`config.mk`:
```
export PLATFORM = sky130hd
export DESIGN_NAME = dsm_seq_ctrl_flat
export DESIGN_NICKNAME = d
export VERILOG_FILES = /design/src/rtl/dsm_seq_ctrl_pkg.sv /design/src/rtl/dsm_seq_ctrl_if.sv /design/src/rtl/dsm_seq_ctrl_lfsr.sv /design/src/rtl/dsm_seq_ctrl.sv /design/src/flat_wrapper.sv
export SDC_FILE = /design/constraint.sdc
export NUM_CORES = 1
export LEC_CHECK = 0
export BUFFER_PORTS_ARGS = -buffer_cell sky130_fd_sc_hd__buf_2
export CORE_ASPECT_RATIO = 0.6
export CORE_MARGIN = 4
export CORE_UTILIZATION = 49
export DETAILED_ROUTE_END_ITERATION = 7
export PLACE_DENSITY = 0.75
export SLEW_MARGIN = 15
export SYNTH_ARGS = -nofsm -noshare
export SYNTH_HDL_FRONTEND = slang
export SYNTH_SLANG_ARGS = --single-unit
```
`constraint.sdc`:
```
create_clock -name clk -period 1.89 [get_ports clk]
set_clock_uncertainty 0.15 [all_clocks]
set_input_delay 0.189 -clock clk [delete_from_list [all_inputs] [get_ports clk]]
set_output_delay 0.189 -clock clk [all_outputs]
set_load 0.01 [all_outputs]
```
`src/rtl/dsm_seq_ctrl_pkg.sv`:
```
// -----------------------------------------------------------------------------
// dsm_pkg
// Shared types and constants for the MASH 1-1-1 sequencing controller.
//   dsm_state_t : controller FSM states
//   dsm_dbg_t   : debug view of the controller (state, settle count, shadow restart)
//   LFSR_SEED   : dither LFSR seed (never all-zero)
//   LFSR_TAPS   : feedback taps for x^15 + x^14 + 1 (register bits 14 and 13)
//   DSM_FRAC_W  : default fractional word width
// -----------------------------------------------------------------------------
package dsm_pkg;

   localparam int          DSM_FRAC_W = 16;
   localparam logic [14:0] LFSR_SEED  = 15'h0001;
   localparam logic [14:0] LFSR_TAPS  = 15'h6000;

   typedef enum logic [1:0] {
      ST_IDLE   = 2'd0,
      ST_CLEAR  = 2'd1,
      ST_SETTLE = 2'd2,
      ST_RUN    = 2'd3
   } dsm_state_t;

   typedef struct packed {
      dsm_state_t  state;
      logic [3:0]  settle_cnt;
      logic        shadow_restart;
   } dsm_dbg_t;

endpackage

```
`src/rtl/dsm_seq_ctrl_if.sv`:
```
// -----------------------------------------------------------------------------
// dsm_seq_ctrl_if
// Configuration channel from the PLL register block to the sequencer.
//
// Handshake: a transfer happens on a rising clk edge where cfg_valid and
// cfg_ready are both 1. While cfg_valid is 1 and cfg_ready is 0 the source
// holds cfg_frac/cfg_restart/cfg_dither_en stable; cfg_ready never depends
// combinationally on cfg_valid.
//
//   cfg_valid     : source -> controller, offer present
//   cfg_ready     : controller -> source, offer may be taken this edge
//   cfg_frac      : new fractional word
//   cfg_restart   : 1 = apply through clear/settle, 0 = seamless update
//   cfg_dither_en : enable LSB dither
// -----------------------------------------------------------------------------
interface dsm_seq_ctrl_if #(
   parameter int FRAC_W = 16
);
   logic              cfg_valid;
   logic              cfg_ready;
   logic [FRAC_W-1:0] cfg_frac;
   logic              cfg_restart;
   logic              cfg_dither_en;

   modport master (
      output cfg_valid,
      output cfg_frac,
      output cfg_restart,
      output cfg_dither_en,
      input  cfg_ready
   );

   modport slave (
      input  cfg_valid,
      input  cfg_frac,
      input  cfg_restart,
      input  cfg_dither_en,
      output cfg_ready
   );
endinterface

```
`src/rtl/dsm_seq_ctrl_lfsr.sv`:
```
// -----------------------------------------------------------------------------
// dsm_dither_lfsr
// 15-bit Fibonacci LFSR (x^15 + x^14 + 1) supplying one dither bit per cycle.
//   clk       : clock
//   rst_n     : asynchronous active-low reset, loads LFSR_SEED
//   adv       : shift one step this cycle
//   seed_load : reload LFSR_SEED (wins over adv)
//   bit_out   : current dither bit (register bit 0)
// The polynomial is primitive and the seed is nonzero, so the register cycles
// through all 2^15-1 nonzero states and never locks up at zero.
// -----------------------------------------------------------------------------
module dsm_dither_lfsr
   import dsm_pkg::*;
(
   input  logic clk,
   input  logic rst_n,
   input  logic adv,
   input  logic seed_load,
   output logic bit_out
);

   logic [14:0] lfsr_q;
   logic [14:0] lfsr_d;

   always_comb begin
      lfsr_d = lfsr_q;
      if (seed_load) begin
         lfsr_d = LFSR_SEED;
      end else if (adv) begin
         lfsr_d = {lfsr_q[13:0], ^(lfsr_q & LFSR_TAPS)};
      end
   end

   always_ff @(posedge clk or negedge rst_n) begin
      if (!rst_n) begin
         lfsr_q <= LFSR_SEED;
      end else begin
         lfsr_q <= lfsr_d;
      end
   end

   assign bit_out = lfsr_q[0];

endmodule

```
`src/rtl/dsm_seq_ctrl.sv`:
```
// -----------------------------------------------------------------------------
// dsm_seq_ctrl
// Sequencing/configuration controller for the MASH 1-1-1 modulator and its
// noise shaper. Takes fractional-word updates over the cfg channel, applies
// them seamlessly or through a clear/settle restart, gates the datapath and
// masks the shaper output until the pipeline has settled.
//
//   clk        : clock
//   rst_n      : asynchronous active-low reset
//   enable     : 1 = modulator runs, 0 = stopped (overrides everything)
//   cfg        : configuration channel (slave side)
//   mash_frac  : fractional word to MASH stage 1, dither in bit 0
//   mash_en    : clock-enable of MASH accumulators and shaper registers
//   mash_clr   : one-cycle synchronous clear of accumulators/delay lines
//   out_valid  : shaper output may be consumed
//   busy       : clearing or settling
//   dbg        : FSM state, settle counter and shadow restart bit
//
// Every output is a register or a decode of the state register; no input
// reaches an output combinationally.
// -----------------------------------------------------------------------------
module dsm_seq_ctrl
   import dsm_pkg::*;
#(
   parameter int FRAC_W     = DSM_FRAC_W,
   parameter int SETTLE_CYC = 4             // legal range 1..15
)(
   input  logic              clk,
   input  logic              rst_n,
   input  logic              enable,
   dsm_seq_ctrl_if.slave     cfg,
   output logic [FRAC_W-1:0] mash_frac,
   output logic              mash_en,
   output logic              mash_clr,
   output logic              out_valid,
   output logic              busy,
   output dsm_dbg_t          dbg
);

   localparam logic [3:0] SETTLE_LAST = 4'(SETTLE_CYC - 1);

   dsm_state_t        state_q,     state_d;
   logic [3:0]        cnt_q,       cnt_d;
   logic [FRAC_W-1:0] sh_frac_q,   sh_frac_d;
   logic              sh_dith_q,   sh_dith_d;
   logic              sh_rst_q,    sh_rst_d;
   logic [FRAC_W-1:0] frac_q,      frac_d;
   logic              dith_q,      dith_d;
   logic              upd_q,       upd_d;

   logic              ready;
   logic              hs;
   logic              lfsr_bit;

   // Output decode straight from the state register.
   assign ready     = (state_q == ST_IDLE) || (state_q == ST_RUN);
   assign mash_clr  = (state_q == ST_CLEAR);
   assign mash_en   = (state_q == ST_SETTLE) || (state_q == ST_RUN);
   assign out_valid = (state_q == ST_RUN);
   assign busy      = (state_q == ST_CLEAR) || (state_q == ST_SETTLE);

   assign cfg.cfg_ready = ready;
   assign hs            = cfg.cfg_valid && ready;

   // ---------------- FSM next state + settle counter ----------------
   always_comb begin
      state_d = state_q;
      cnt_d   = cnt_q;
      case (state_q)
         ST_IDLE: begin
            if (enable) state_d = ST_CLEAR;
         end
         ST_CLEAR: begin
            cnt_d   = '0;
            state_d = ST_SETTLE;
         end
         ST_SETTLE: begin
            if (cnt_q == SETTLE_LAST) begin
               state_d = ST_RUN;
            end else begin
               cnt_d = cnt_q + 4'd1;
            end
         end
         ST_RUN: begin
            if (hs && cfg.cfg_restart) state_d = ST_CLEAR;
         end
         default: state_d = ST_IDLE;
      endcase
      // Stopping wins over every other transition.
      if (!enable) state_d = ST_IDLE;
   end

   // ---------------- shadow and applied word ----------------
   always_comb begin
      sh_frac_d = sh_frac_q;
      sh_dith_d = sh_dith_q;
      sh_rst_d  = sh_rst_q;
      frac_d    = frac_q;
      dith_d    = dith_q;

      // The shadow captures every accepted offer, even one that coincides
      // with enable dropping, so the next start applies it.
      if (hs) begin
         sh_frac_d = cfg.cfg_frac;
         sh_dith_d = cfg.cfg_dither_en;
         sh_rst_d  = cfg.cfg_restart;
      end

      // Seamless updates go through the shadow, hence one cycle after the
      // handshake; restarts pick the shadow up while clearing.
      if ((state_q == ST_CLEAR) || upd_q) begin
         frac_d = sh_frac_q;
         dith_d = sh_dith_q;
      end

      upd_d = (state_q == ST_RUN) && enable && hs && !cfg.cfg_restart;
   end

   always_ff @(posedge clk or negedge rst_n) begin
      if (!rst_n) begin
         state_q   <= ST_IDLE;
         cnt_q     <= '0;
         sh_frac_q <= '0;
         sh_dith_q <= 1'b0;
         sh_rst_q  <= 1'b0;
         frac_q    <= '0;
         dith_q    <= 1'b0;
         upd_q     <= 1'b0;
      end else begin
         state_q   <= state_d;
         cnt_q     <= cnt_d;
         sh_frac_q <= sh_frac_d;
         sh_dith_q <= sh_dith_d;
         sh_rst_q  <= sh_rst_d;
         frac_q    <= frac_d;
         dith_q    <= dith_d;
         upd_q     <= upd_d;
      end
   end

   // ---------------- dither ----------------
   // The LFSR runs with the datapath and restarts with it, so a given
   // configuration always produces the same dither sequence after a clear.
   dsm_dither_lfsr u_lfsr (
      .clk       (clk),
      .rst_n     (rst_n),
      .adv       (mash_en),
      .seed_load (mash_clr),
      .bit_out   (lfsr_bit)
   );

   assign mash_frac = frac_q ^ {{(FRAC_W-1){1'b0}}, dith_q & lfsr_bit};

   assign dbg.state          = state_q;
   assign dbg.settle_cnt     = cnt_q;
   assign dbg.shadow_restart = sh_rst_q;

endmodule

```
`src/flat_wrapper.sv`:
```
// flat-port wrapper written by rule: the top's interface ports become plain ports
module dsm_seq_ctrl_flat import dsm_pkg::*;
#(
   parameter int FRAC_W     = DSM_FRAC_W,
   parameter int SETTLE_CYC = 4                                 
)
  (clk, rst_n, enable, mash_frac, mash_en, mash_clr, out_valid, busy, dbg, cfg_cfg_valid, cfg_cfg_frac, cfg_cfg_restart, cfg_cfg_dither_en, cfg_cfg_ready);
  dsm_seq_ctrl_if #(.FRAC_W(FRAC_W)) cfg_i ();
  input  logic clk;
  input  logic rst_n;
  input  logic enable;
  output logic [FRAC_W-1:0] mash_frac;
  output logic mash_en;
  output logic mash_clr;
  output logic out_valid;
  output logic busy;
  output dsm_dbg_t dbg;
  input wire logic [$bits(cfg_i.cfg_valid)-1:0] cfg_cfg_valid;
  input wire logic [$bits(cfg_i.cfg_frac)-1:0] cfg_cfg_frac;
  input wire logic [$bits(cfg_i.cfg_restart)-1:0] cfg_cfg_restart;
  input wire logic [$bits(cfg_i.cfg_dither_en)-1:0] cfg_cfg_dither_en;
  output wire logic [$bits(cfg_i.cfg_ready)-1:0] cfg_cfg_ready;
  assign cfg_i.cfg_valid = cfg_cfg_valid;
  assign cfg_i.cfg_frac = cfg_cfg_frac;
  assign cfg_i.cfg_restart = cfg_cfg_restart;
  assign cfg_i.cfg_dither_en = cfg_cfg_dither_en;
  assign cfg_cfg_ready = cfg_i.cfg_ready;
  dsm_seq_ctrl #(.FRAC_W(FRAC_W), .SETTLE_CYC(SETTLE_CYC)) u_core (.clk(clk), .rst_n(rst_n), .enable(enable), .cfg(cfg_i), .mash_frac(mash_frac), .mash_en(mash_en), .mash_clr(mash_clr), .out_valid(out_valid), .busy(busy), .dbg(dbg));
endmodule
```
# [Word level (Yosys, flattened, before mapping)]
# Index checks and enable logic that the tools add are counted.
[word_totals] out_inout_bits=28 ff_bits=57 in_bits=22 elab_cells=43
[classes] n_addsub=1 bitwise=2 n_mux=8 n_eq_ne=7 reduce_logical=16
[op_table] operator="15-bit 2-to-1 mux" n=2
[op_table] operator="16-bit by 1-bit bitwise XOR with 16-bit output" n=1
[op_table] operator="15-bit XOR reduction" n=1
[op_table] operator="2-bit one-hot mux with 4 select lines" n=1
[op_table] operator="4-bit one-hot mux with 2 select lines" n=1
[op_table] operator="2-bit 2-to-1 mux" n=3
[op_table] operator="1-bit logical AND" n=5
[op_table] operator="4-bit by 1-bit adder with 4-bit output (second input constant)" n=1
[op_table] operator="2-bit equality test (second input constant)" n=2
[op_table] operator="4-bit by 2-bit equality test with 1-bit output (second input constant)" n=1
[op_table] operator="1-bit logical OR" n=4
[op_table] operator="4-bit 2-to-1 mux" n=1
[op_table] operator="2-bit AND reduction" n=2
[op_table] operator="2-bit nonzero test" n=2
[op_table] operator="3-bit by 2-bit != test with 1-bit output (second input constant)" n=1
[op_table] operator="3-bit != test (second input constant)" n=1
[op_table] operator="2-bit by 1-bit equality test with 1-bit output (second input constant)" n=1
[op_table] operator="2-bit logical NOT" n=1
[op_table] operator="2-bit != test (second input constant)" n=1
[op_table] operator="1-bit AND" n=1
[op_table] operator="1-bit logical NOT" n=1

# [Longest topological paths before layout]
# Gate-level depths: netlist of run 1.
[logic_depth] ltp_word=7 mapped_depth=7 depth_no_buf=5

# [Cells and area by module]
# From an unflattened synthesis of run 1, not the netlist that was laid out.
[unflattened] cells_unflattened=185 area_unflattened_um2=2477.4
[modules_own_cells] mod="dsm_seq_ctrl" area_per_inst_um2=1843.0 n_inst=1 cells_each=134 seq_area_each_um2=1051.0
[modules_own_cells] mod="dsm_dither_lfsr" area_per_inst_um2=634.4 n_inst=1 cells_each=51 seq_area_each_um2=376.6

# [Worst setup path before layout of run 1]
# Ideal clock, no wire load.
[synth_timing] path_kind="register -> register" startpoint="register u_core.state_q[0]" endpoint="register u_core.sh_dith_q" setup_time_ns=0.125 t_arrival_ns=1.660 n_path_buf=2 path_slack_ns=-0.045 stages_incl_launch_ff=7 required_ns=1.615 synth_period_minus_slack_ns=1.935 path_cell_list="dfrtp_1 inv_1 ha_1 nor2b_1 buf_4 buf_4 mux2_2"
[synth_via] elab_chain_len=3 elab_cells_between_ends=4 classes_between="eq/ne (1); reduce/logical (3)"
[synth_rtl] element="start, declared" line="dsm_seq_ctrl.sv:42" source="dsm_state_t state_q, state_d;"
[synth_rtl] element="start signal, assigned" line="dsm_seq_ctrl.sv:130" source="state_q <= state_d;"
[synth_rtl] element="2-bit equality test / 2-bit logical NOT (equally long branches)" line="dsm_seq_ctrl.sv:56" source="assign ready = (state_q == ST_IDLE) || (state_q == ST_RUN);"
[synth_rtl] element="1-bit logical OR *" line="dsm_seq_ctrl.sv:56"
[synth_rtl] element="1-bit logical AND *" line="dsm_seq_ctrl.sv:63" source="assign hs = cfg.cfg_valid && ready;"
[synth_rtl] element="end signal, assigned" line="dsm_seq_ctrl.sv:133" source="sh_dith_q <= sh_dith_d;"
[synth_rtl] element="end, declared" line="dsm_seq_ctrl.sv:45" source="logic sh_dith_q, sh_dith_d;"
# Mark *: on every way between the ends. The rest lies on a longest branch, timed or not.
# A chain may end at the register's enable or synchronous reset.

# [Worst setup path after layout of run 1]
[layout_timing] startpoint="register u_core.state_q[0]" endpoint="output port mash_en"
[layout_via] elab_chain_len=2 elab_cells_between_ends=3 classes_between="eq/ne (2); reduce/logical (1)"
[layout_rtl] element="2-bit equality test" line="dsm_seq_ctrl.sv:58" source="assign mash_en = (state_q == ST_SETTLE) || (state_q == ST_RUN);"
[layout_rtl] element="1-bit logical OR *" line="dsm_seq_ctrl.sv:58"
[layout_rtl] element="end, declared" line="flat_wrapper.sv:13" source="output logic mash_en;"
# Marks and branches as above.

==> impl_results.md, run 1 <==
- Crit Path Class: reg -> out
- EDFF count, synth: 0
- Synth Area per Inst: 12.3 µm²
- # H-tree levels: 3
- CP startpoint: u_core.state_q[0]
- Peak supply drop: 0.965 mV
- Vias/cell: 4.72
- RR Endpoint: u_core.sh_frac_q[1]
- Gr ovfl total: 0
- Crit path max-delay cell type: dfrtp_1
- Detail Placement HPWL: 2920 µm
- Cell family with most CP delay: flip-flops
- Max-slew violations: 0
- Cell Rows: 19
- DRC viols: 0
- Largest net degree at the start of global routing: 58
- Die Y-Extent: 63.4 µm
- CTS tree: built
- Arr. time, crit path: 1.44 ns
- Port-buffer cells: 49
- Total Wirelength: 4450 µm
- Drt wl/cell: 13.4 µm
- Drt first pass iters: 4
- Ys Warns: 0
- Gr usage total: 0.158
- Status: completed
- Die area: 6360 µm²
- F_max: 562 MHz
- WP buf/inv: 2
- Die Wd: 100 µm
- Start point of the worst hold path: cfg_cfg_valid
- Post-synthesis register bit count: 57
- CTS Buf Count: 9
- Critical path, cell by cell: inv_2 -> ha_4 -> or2_2 -> buf_2
- Via count: 1,571
- DP Worst Slack: 0.145 ns
- Core box area: 4750 µm²
- Hold WS: 0.0940 ns
- PwrDens: 1610 nW/µm²
- Unique masters post-synth: 24
- Cells after Synth: 203
- Reg clk slew, reported paths: 0.07 ns
- Mapped Area: 2510 µm²
- Clock latency on the worst-skew pair: 0.33 ns
- Hold Path End: u_core.sh_rst_q
- CP required: 1.55 ns
- Synth Net Count: 230
- Fillers: 347
- P&R area growth vs syn: 27.5%
- Slew HR: 0.800
- Dpl cell area: 2750 µm²
- FFs w/ async S/R, synth: 1.00
- CP max stage delay: 0.40 ns
- Final hold vios: 0
- Max FO, Critical Path: 7
- Final setup margin: 0.111 ns
- Worst Setup End Kind: output pin
- Antenna cells: 0
- Post-layout minimum cycle time: 1.78 ns
- Antenna violations before repair: 0
- Clk sink count: 57
- Top_reg_cell synth: dfrtp_1
- Unrepaired setup endpoints after global routing: no
- Max cap viols: 0
- R2r startpoint: u_core.state_q[1]
- # setup viols final: 0
- Leakage Power: 0.00150 µW
- ANT nets after route: 0
- Vias in the first global route: 1,564
- Crit path launch type: flip-flop
- Hold Path Class: in -> reg
- Layout Nets: 292
- Least-Margin Pin Slew: 0.300 ns
- Post-synthesis sequential area ratio: 0.570
- Initial DRC Count: 44
- Finished Cell Area: 3200 µm²
- Clock buffer depth: 2
- Initial core utilization: 0.527
- Hold depth: 3
- Clock Tree Root: clkbuf_8
- Share of cells above drive strength 1: 0.433
- Gpl congestion: 0.815
- Fin crit share: 0.941
- First-pass GRT wire length: 7680 µm
- Reg2Reg Depth: 5
- R2R setup slack: 0.16 ns
- # IOs: 50
## cells by family (layout without fill, tap and decap cells)
family	count (synthesis)	count (layout)	share of synthesized area
AO/OA/AOI/OAI	19	19	0.0459
multiplexers	38	38	0.169
buffers and inverters	29	96	0.0724
AND/OR/NAND/NOR	52	52	0.108
flip-flops	57	57	0.570
adder cells (fa/ha/maj)	5	5	0.0250
XOR/XNOR	3	3	0.0105
## routing by layer
metal	vias up	global-route usage	routed length, µm
met5	-	0	0
met4	0	0.0706	50
met1	733	0.227	2190
li1	785	-	-
met2	49	0.212	1900
met3	4	0.0584	311
## report_power, final
part	switching, µW	internal (µW)
logic	896	1080
clock network	441	716
registers	274	1740
## per-stage QoR
step | cells | utilization | setup TNS, ns | total power, µW
after floorplan | 203 | - | -0.366 | 3530
after global placement | 295 | 0.578 | 0 | 3860
after detailed placement | 295 | 0.578 | 0 | 3940
after CTS | 333 | 0.669 | 0 | 5190
after global routing | 333 | 0.672 | 0 | 5530
final | 333 | 0.672 | 0 | 5150
## synthesized netlist by cell type (2+ instances only)
cell      count  area, µm²
inv_1         5       18.8
buf_4        19        143
nand3_1       2       10.0
nand2b_1     16        100
nor2b_1       2       12.5
dfrtp_1      56       1400
clkbuf_1      4       15.0
nor2_1        3       11.3
xnor2_1       2       17.5
ha_1          5       62.6
mux2i_1       4       40.0
nand2_1      24       90.1
o21ai_0      17       85.1
mux2_2       34        383
## layout make-up
type | instances | area, µm² | share of cell area
Clock buffer | 14 | 173 | 0.0540
Clock inverter | 2 | 35.0 | 0.0110
Inverter | 5 | 18.8 | 0.00587
Multi-Input combinational cell | 117 | 930 | 0.291
Sequential cell | 57 | 1430 | 0.447
Tap cell | 63 | 78.8 | 0.0247
Timing Repair Buffer | 75 | 532 | 0.166
## what timing repair did
item                       4_1_cts  5_1_grt
cloned                           0        0
gates resized for setup          3        5
setup buffers                    2        0
hold endpoints to repair        76        0
setup endpoints to repair        2        2
hold buffers                    20        0
## worst max path at each step
stage | end | slack, ns | depth (start not counted)
6_report | mash_en | 0.11 | 4
5_1_grt | mash_clr | 0.01 | 4
4_1_cts | mash_en | 0.03 | 4
3_5_place_dp | u_core.sh_frac_q[1] | 0.14 | 5
3_3_place_gp | u_core.sh_frac_q[8] | 0.21 | 5
2_1_floorplan | u_core.frac_q[10] | -0.04 | 6
## flip-flops by register name, summed over array words and instances (netlist names)
signal / flops
u_core.cnt_q: 4
u_core.dith_q: 1
u_core.frac_q: 16
u_core.sh_dith_q: 1
u_core.sh_frac_q: 16
u_core.sh_rst_q: 1
u_core.state_q: 2
u_core.u_lfsr.lfsr_q: 15
u_core.upd_q: 1
## cells in the final DEF (no fill, tap or decap), types with 3 or more instances in the layout
master,instances
buf_12,3
buf_2,49
clkbuf_8,12
dfrtp_1,55
dlygate4sd3_1,20
inv_1,3
mux2_2,34
mux2i_1,4
nand2_1,24
nand2b_1,16
nor2_1,3
o21ai_0,17
## worst reg2reg max path, stage by stage (launching register included)
cell	delay (ns)
dfrtp_2	0.46
inv_2	0.10
ha_4	0.22
nor2b_2	0.15
buf_12	0.18
mux2_2	0.35
Note: power is estimated with default switching activity, not from simulation.
==> inputs of run 2 (changes only) <==
Settings changed: CELL_PAD_IN_SITES_DETAIL_PLACEMENT set to 1, CELL_PAD_IN_SITES_GLOBAL_PLACEMENT set to 1, CORE_UTILIZATION 49 to 35, GPL_TIMING_DRIVEN set to 0, PLACE_DENSITY 0.75 to unset, PLACE_DENSITY_LB_ADDON set to 0.1.
==> run 2 against run 1 <==
  * Register-to-register slack worse by 0.11 ns
  * First-iteration DRC count increased by 45%
  * Via count grew 6.9%
  * Setup slack lost 0.073 ns
  * Wire length is 21% higher
  * Highest routed layer unchanged
  * Maximum frequency decreased by 4.0%
  * Count of clock-buffer cells in the layout shrank 1
==> impl_results.md, run 2 (synthesis results as in run 1) <==
- Status: completed (unchanged)
- Via count: 1,679 (was 1,571)
- Gr ovfl total: 0 (unchanged)
- # setup viols final: 0 (unchanged)
- Initial core utilization: 0.367 (was 0.527)
- Register area: 1430 µm² (unchanged)
- Least-Margin Pin Slew: 0.736 ns (was 0.300 ns)
- Die Y-Extent: 73.5 µm (was 63.4 µm)
- P&R area growth vs syn: 35.7% (was 27.5%)
- Max FO, Critical Path: 4 (was 7)
- CTS tree: built (unchanged)
- Fillers: 732 (was 347)
- CP required: 1.55 ns (about the same)
- Gr usage total: 0.141 (was 0.158)
- # H-tree levels: 3 (unchanged)
- Crit path launch type: flip-flop (unchanged)
- Largest regs: u_core.frac_q: 16 flops, u_core.sh_frac_q: 16 flops, u_core.u_lfsr.lfsr_q: 15 flops (unchanged)
- Detail Placement HPWL: 3560 µm (was 2920 µm)
- Antenna cells: 0 (unchanged)
- First-pass GRT wire length: 9010 µm (was 7680 µm)
- Fin crit share: 0.980 (was 0.941)
- Worst Setup End Kind: output pin (unchanged)
- Global route hottest layer: met2 (was met1)
- DRC viols: 0 (unchanged)
- Drt first pass iters: 4 (unchanged)
- Slew HR: 0.509 (was 0.800)
- CTS Buf Count: 9 (unchanged)
- Met3 GRT Util: 0.0601 (was 0.0584)
- Vias/cell: 4.47 (was 4.72)
- Final Util: 0.499 (was 0.672)
- Clock buffer depth: 2 (unchanged)
- Final hold vios: 0 (unchanged)
- Vias in the first global route: 1,773 (was 1,564)
- Clock latency on the worst-skew pair: 0.32 ns (was 0.33 ns)
- Cell Rows: 23 (was 19)
- Most frequent cells in the layout: dfrtp_1, buf_2, mux2_2, nand2_1, dlygate4sd3_1 (unchanged)
- Finished Layout Cells: 376 (was 333)
- # IOs: 50 (unchanged)
- PwrDens: 1710 nW/µm² (was 1610 nW/µm²)
- Critical path, cell by cell: buf_4 -> ha_2 -> or2_2 -> buf_2 (was inv_2 -> ha_4 -> or2_2 -> buf_2)
- Drt wl/cell: 14.3 µm (was 13.4 µm)
- Max cap viols: 0 (unchanged)
- Leakage Power: 0.00161 µW (was 0.00150 µW)
- ANT nets after route: 0 (unchanged)
- Max-slew violations: 0 (unchanged)
- Clock Tree Root: clkbuf_16 (was clkbuf_8)
- Arr. time, crit path: 1.51 ns (was 1.44 ns)
- Placed cell count: 339 (was 295)
- Layout Nets: 311 (was 292)
- Initial DRC Count: 64 (was 44)
- CP max stage delay: 0.41 ns (was 0.40 ns)
- Peak supply drop: 0.720 mV (was 0.965 mV)
- Unrepaired setup endpoints after global routing: yes (was no)
- GR Layer Usage met1: 0.193 (was 0.227)
- Crit path max-delay cell type: dfrtp_1 (unchanged)
- Clk sink count: 57 (unchanged)
- Total Wirelength: 5380 µm (was 4450 µm)
- DP Worst Slack: -0.192 ns (was 0.145 ns)
- M2 GR Usage: 0.197 (was 0.212)
- Reg clk slew, reported paths: 0.05 ns (was 0.07 ns)
- Crit Path Class: reg -> out (unchanged)
- Die area: 8620 µm² (was 6360 µm²)
- Hold Path Class: in -> reg (unchanged)
- Hold depth: 3 (unchanged)
- Port-buffer cells: 49 (unchanged)
- Largest net degree at the start of global routing: 58 (unchanged)
- Antenna violations before repair: 0 (unchanged)
- Share of cells above drive strength 1: 0.443 (was 0.433)
- Final setup margin: 0.0374 ns (was 0.111 ns)
- Die Wd: 117 µm (was 100 µm)
- Leading cell type in the layout, fill and taps excluded: dfrtp_1 (unchanged)
- Core box area: 6820 µm² (was 4750 µm²)
- Reg2Reg Depth: 5 (unchanged)
- F_max: 540 MHz (was 562 MHz)
- Multi-input logic area: 915 µm² (was 930 µm²)
- Gpl congestion: 0.702 (was 0.815)
- Post-layout minimum cycle time: 1.85 ns (was 1.78 ns)
run 2: cell types whose count changed in the layout (fill, tap and decap cells not counted), moves of 2 or more:
cell       before  now
inv_2           2    0
clkbuf_1        2    6
clkbuf_16       0    9
inv_1           3    5
buf_4           2   19
clkbuf_8       12    1
buf_12          3    0
run 2: per-layer routing:
| layer | share of wire | routed length [µm] |
|---|---|---|
| met1 | 0.50 | 2670 |
| met2 | 0.44 | 2340 |
| met3 | 0.053 | 287 |
| met4 | 0.015 | 78 |
| met5 | 0 | 0 |
run 2: where the power goes:
part | internal, µW | leakage (µW) | switching (µW)
registers | 1750 | 0.000708 | 271
logic | 1240 | 0.000761 | 992
clock network | 1050 | 0.000144 | 518
run 2: path summary, 6_finish.rpt:
check | startpoint | to | slack [ns]
setup / recovery | u_core.state_q[0] | mash_en | 0.04
setup reg to reg | u_core.state_q[1] | u_core.sh_frac_q[2] | 0.05
hold reg to reg | u_core.u_lfsr.lfsr_q[7] | u_core.u_lfsr.lfsr_q[7] | 0.33
hold / removal | cfg_cfg_valid | u_core.sh_rst_q | 0.13
min in group asynchronous | rst_n | u_core.state_q[0] | 0.30
max in group asynchronous | rst_n | u_core.state_q[1] | 0.77
run 2: final cells by class:
type	count	share of cell area
clock buffer	13	0.0736
clock inverter	3	0.0118
multi-input combinational	117	0.269
timing repair buffer	71	0.137
tap	87	0.0320
buffer	23	0.0508
inverter	5	0.00552
sequential	57	0.420
run 2: per-stage QoR:
stage | cell area (µm²) | TNS [ns] | hold slack (ns) | power [µW]
after floorplan | 2520 | -0.366 | -0.257 | 3530
after global placement | 2870 | -2.93 | 0.226 | 4150
after detailed placement | 2880 | -2.73 | 0.152 | 4200
after CTS | 3380 | 0 | 0.0871 | 5870
after global routing | 3400 | -0.309 | 0.140 | 6260
final | 3400 | 0 | 0.131 | 5820
run 2: timing repair:
| item | in CTS | in global routing |
|---|---|---|
| resized for setup | 4 | 8 |
| hold buffers | 20 | 0 |
| hold endpoints to repair | 75 | 0 |
| setup buffers | 2 | 0 |
| endpoints found under the setup margin | 30 | 43 |
| pin swaps | 1 | 1 |
run 2: critical path, delay by kind of cell (launching register included):
| family | cells | cell delay, ns |
|---|---|---|
| fa+ha+maj | 1 | 0.21 |
| flops | 1 | 0.41 |
| simple gates | 1 | 0.28 |
| buf+inv | 2 | 0.30 |
==> inputs of run 3 (changes only) <==
Settings changed: CORE_UTILIZATION 35 to 39.
==> run 3 against run 2 <==
  * Critical path depth down 1
  * Utilization up 5.2 points
  * First-iteration DRC count down 33%
  * Count of clock-buffer cells in the layout down 1
  * Global-route usage up 0.85 points
  * Cell count unchanged
  * Critical path type unchanged
  * Critical endpoint unchanged
  * Highest routed layer unchanged
==> impl_results.md, run 3 (synthesis results as in run 1) <==
- P&R area growth vs syn: 35.5% (was 35.7%)
- Max FO, Critical Path: 5 (was 4)
- Antenna violations before repair: 0 (unchanged)
- Clk sink count: 57 (unchanged)
- Unrepaired setup endpoints after global routing: yes (unchanged)
- RR Endpoint: u_core.sh_frac_q[2] (unchanged)
- Hold WS: 0.132 ns (was 0.131 ns)
- Initial DRC Count: 43 (was 64)
- Antenna cells: 0 (unchanged)
- ANT nets after route: 0 (unchanged)
- CP max stage delay: 0.46 ns (was 0.41 ns)
- Tot Pwr: 5590 µW (was 5820 µW)
- Hold Path Class: in -> reg (unchanged)
- DRC viols: 0 (unchanged)
- Crit path max-delay cell type: dfrtp_2 (was dfrtp_1)
- Clock buffer depth: 2 (unchanged)
- PwrDens: 1650 nW/µm² (was 1710 nW/µm²)
- Layout Nets: 315 (was 311)
- # IOs: 50 (unchanged)
- Largest net degree at the start of global routing: 58 (unchanged)
- Worst Setup End Kind: output pin (unchanged)
- Final setup margin: 0.0189 ns (was 0.0374 ns)
- Crit path launch type: flip-flop (unchanged)
- F_max: 534 MHz (was 540 MHz)
- DP Worst Slack: -0.149 ns (was -0.192 ns)
- Largest regs: u_core.frac_q: 16 flops, u_core.sh_frac_q: 16 flops, u_core.u_lfsr.lfsr_q: 15 flops (unchanged)
- Share of cells above drive strength 1: 0.462 (was 0.443)
- Port-buffer cells: 49 (unchanged)
- Detail Placement HPWL: 3540 µm (was 3560 µm)
- Die Y-Extent: 70.1 µm (was 73.5 µm)
- Clock latency on the worst-skew pair: 0.33 ns (was 0.32 ns)
- Vias in the first global route: 1,791 (was 1,773)
- CTS tree: built (unchanged)
- Finished Cell Area: 3400 µm² (about the same)
- CP required: 1.55 ns (about the same)
- Hold depth: 3 (unchanged)
- Slew HR: 0.516 (was 0.509)
- Start point of the worst hold path: cfg_cfg_valid (unchanged)
- Arr. time, crit path: 1.53 ns (was 1.51 ns)
- Leading cell type in the layout, fill and taps excluded: dfrtp_1 (unchanged)
- Final hold vios: 0 (unchanged)
- Core box area: 6170 µm² (was 6820 µm²)
- R2r startpoint: u_core.state_q[0] (was u_core.state_q[1])
- Via count: 1,726 (was 1,679)
- Max cap viols: 0 (unchanged)
- Least-Margin Pin Slew: 0.727 ns (was 0.736 ns)
- Leakage Power: 0.00163 µW (was 0.00161 µW)
- Drt wl/cell: 15.0 µm (was 14.3 µm)
- Final Util: 0.551 (was 0.499)
- Gr usage total: 0.149 (was 0.141)
- Reg clk slew, reported paths: 0.07 ns (was 0.05 ns)
- Cell Rows: 22 (was 23)
- Reg2Reg Depth: 5 (unchanged)
- Crit Path Class: reg -> out (unchanged)
- Gpl congestion: 0.682 (was 0.702)
- # H-tree levels: 3 (unchanged)
- Critical path, cell by cell: ha_1 -> or2_2 -> buf_2 (was buf_4 -> ha_2 -> or2_2 -> buf_2)
- Peak supply drop: 0.655 mV (was 0.720 mV)
- R2R setup slack: 0.03 ns (was 0.05 ns)
- CTS Buf Count: 9 (unchanged)
- Initial core utilization: 0.406 (was 0.367)
- Vias/cell: 4.59 (was 4.47)
- Die area: 7810 µm² (was 8620 µm²)
- First-pass GRT wire length: 9100 µm (was 9010 µm)
- Post-layout minimum cycle time: 1.87 ns (was 1.85 ns)
- # setup viols final: 0 (unchanged)
- Most frequent cells in the layout: dfrtp_1, buf_2, mux2_2, nand2_1 (was dfrtp_1, buf_2, mux2_2, nand2_1, dlygate4sd3_1)
- Max-slew violations: 0 (unchanged)
- Status: completed (unchanged)
- Total Wirelength: 5630 µm (was 5380 µm)
- Dpl cell area: 2870 µm² (was 2880 µm²)
- Die Wd: 111 µm (was 117 µm)
- Gr ovfl total: 0 (unchanged)
- Clock Tree Root: clkbuf_8 (was clkbuf_16)
- Drt first pass iters: 5 (was 4)
- Fin crit share: 0.990 (was 0.980)
- Hold Path End: u_core.sh_rst_q (unchanged)
==> run 3: cell types whose count changed in the layout (fill, tap and decap cells not counted), sizes merged <==
cell	before	now
buf	70	73
==> run 3: how the worst max path moves through the flow <==
| stage | to | cells after the start | startpoint | slack (ns) |
|---|---|---|---|---|
| 5_1_grt | u_core.sh_frac_q[8] | 5 | u_core.state_q[0] | -0.04 |
| 3_5_place_dp | u_core.frac_q[5] | 6 | u_core.state_q[1] | -0.15 |
| 2_1_floorplan | u_core.frac_q[10] | 6 | u_core.state_q[1] | -0.04 |
| 4_1_cts | mash_en | 4 | u_core.state_q[0] | -0.05 |
| 6_report | mash_en | 3 | u_core.state_q[1] | 0.02 |
| 3_3_place_gp | u_core.frac_q[5] | 6 | u_core.state_q[1] | -0.16 |
==> run 3: what timing repair did <==
| action | CTS | global route |
|---|---|---|
| cloned | 0 | 2 |
| endpoints found under the hold margin | 75 | 0 |
| endpoints found under the setup margin | 24 | 39 |
| buffers inserted | 2 | 2 |
| resized for setup | 3 | 20 |
| pin swaps | 1 | 1 |
| hold buffers | 20 | 0 |
==> run 3: power breakdown <==
group | internal, µW | switching (µW) | leakage, µW | total, µW
sequential | 1750 | 296 | 0.000706 | 2040
clock | 669 | 452 | 0.000102 | 1120
combinational | 1390 | 1040 | 0.000820 | 2430
==> run 3: per-layer routing <==
| metal | share of wire | track usage | wire, µm |
|---|---|---|---|
| met5 | 0 | 0 | 0 |
| met2 | 0.46 | 0.224 | 2590 |
| met3 | 0.048 | 0.0597 | 273 |
| met4 | 0.0083 | 0.0486 | 47 |
| met1 | 0.48 | 0.197 | 2720 |
==> run 3: stage by stage <==
stage,TNS [ns],instances
final,0,376
after global routing,-0.386,376
after CTS,-0.0527,372
after detailed placement,-2.05,336
after global placement,-2.22,336
after floorplan,-0.366,203
==> run 3: area by class of cell <==
class | instances | area (µm²)
flip-flops and latches | 57 | 1430
repair buffers | 75 | 518
fillers | 668 | 2770
multi-input cells | 117 | 956
clock buffers | 12 | 155
plain buffers | 23 | 174
well taps | 84 | 105
clock inverters | 3 | 40.0
inverters | 5 | 18.8
==> run 3: critical path, delay by kind of cell, from the launching register on <==
| kind | cells | cell delay [ns] |
|---|---|---|
| adders and majority gates | 1 | 0.28 |
| buffers and inverters | 1 | 0.14 |
| DFF | 1 | 0.46 |
| and+or+nand+nor | 1 | 0.31 |
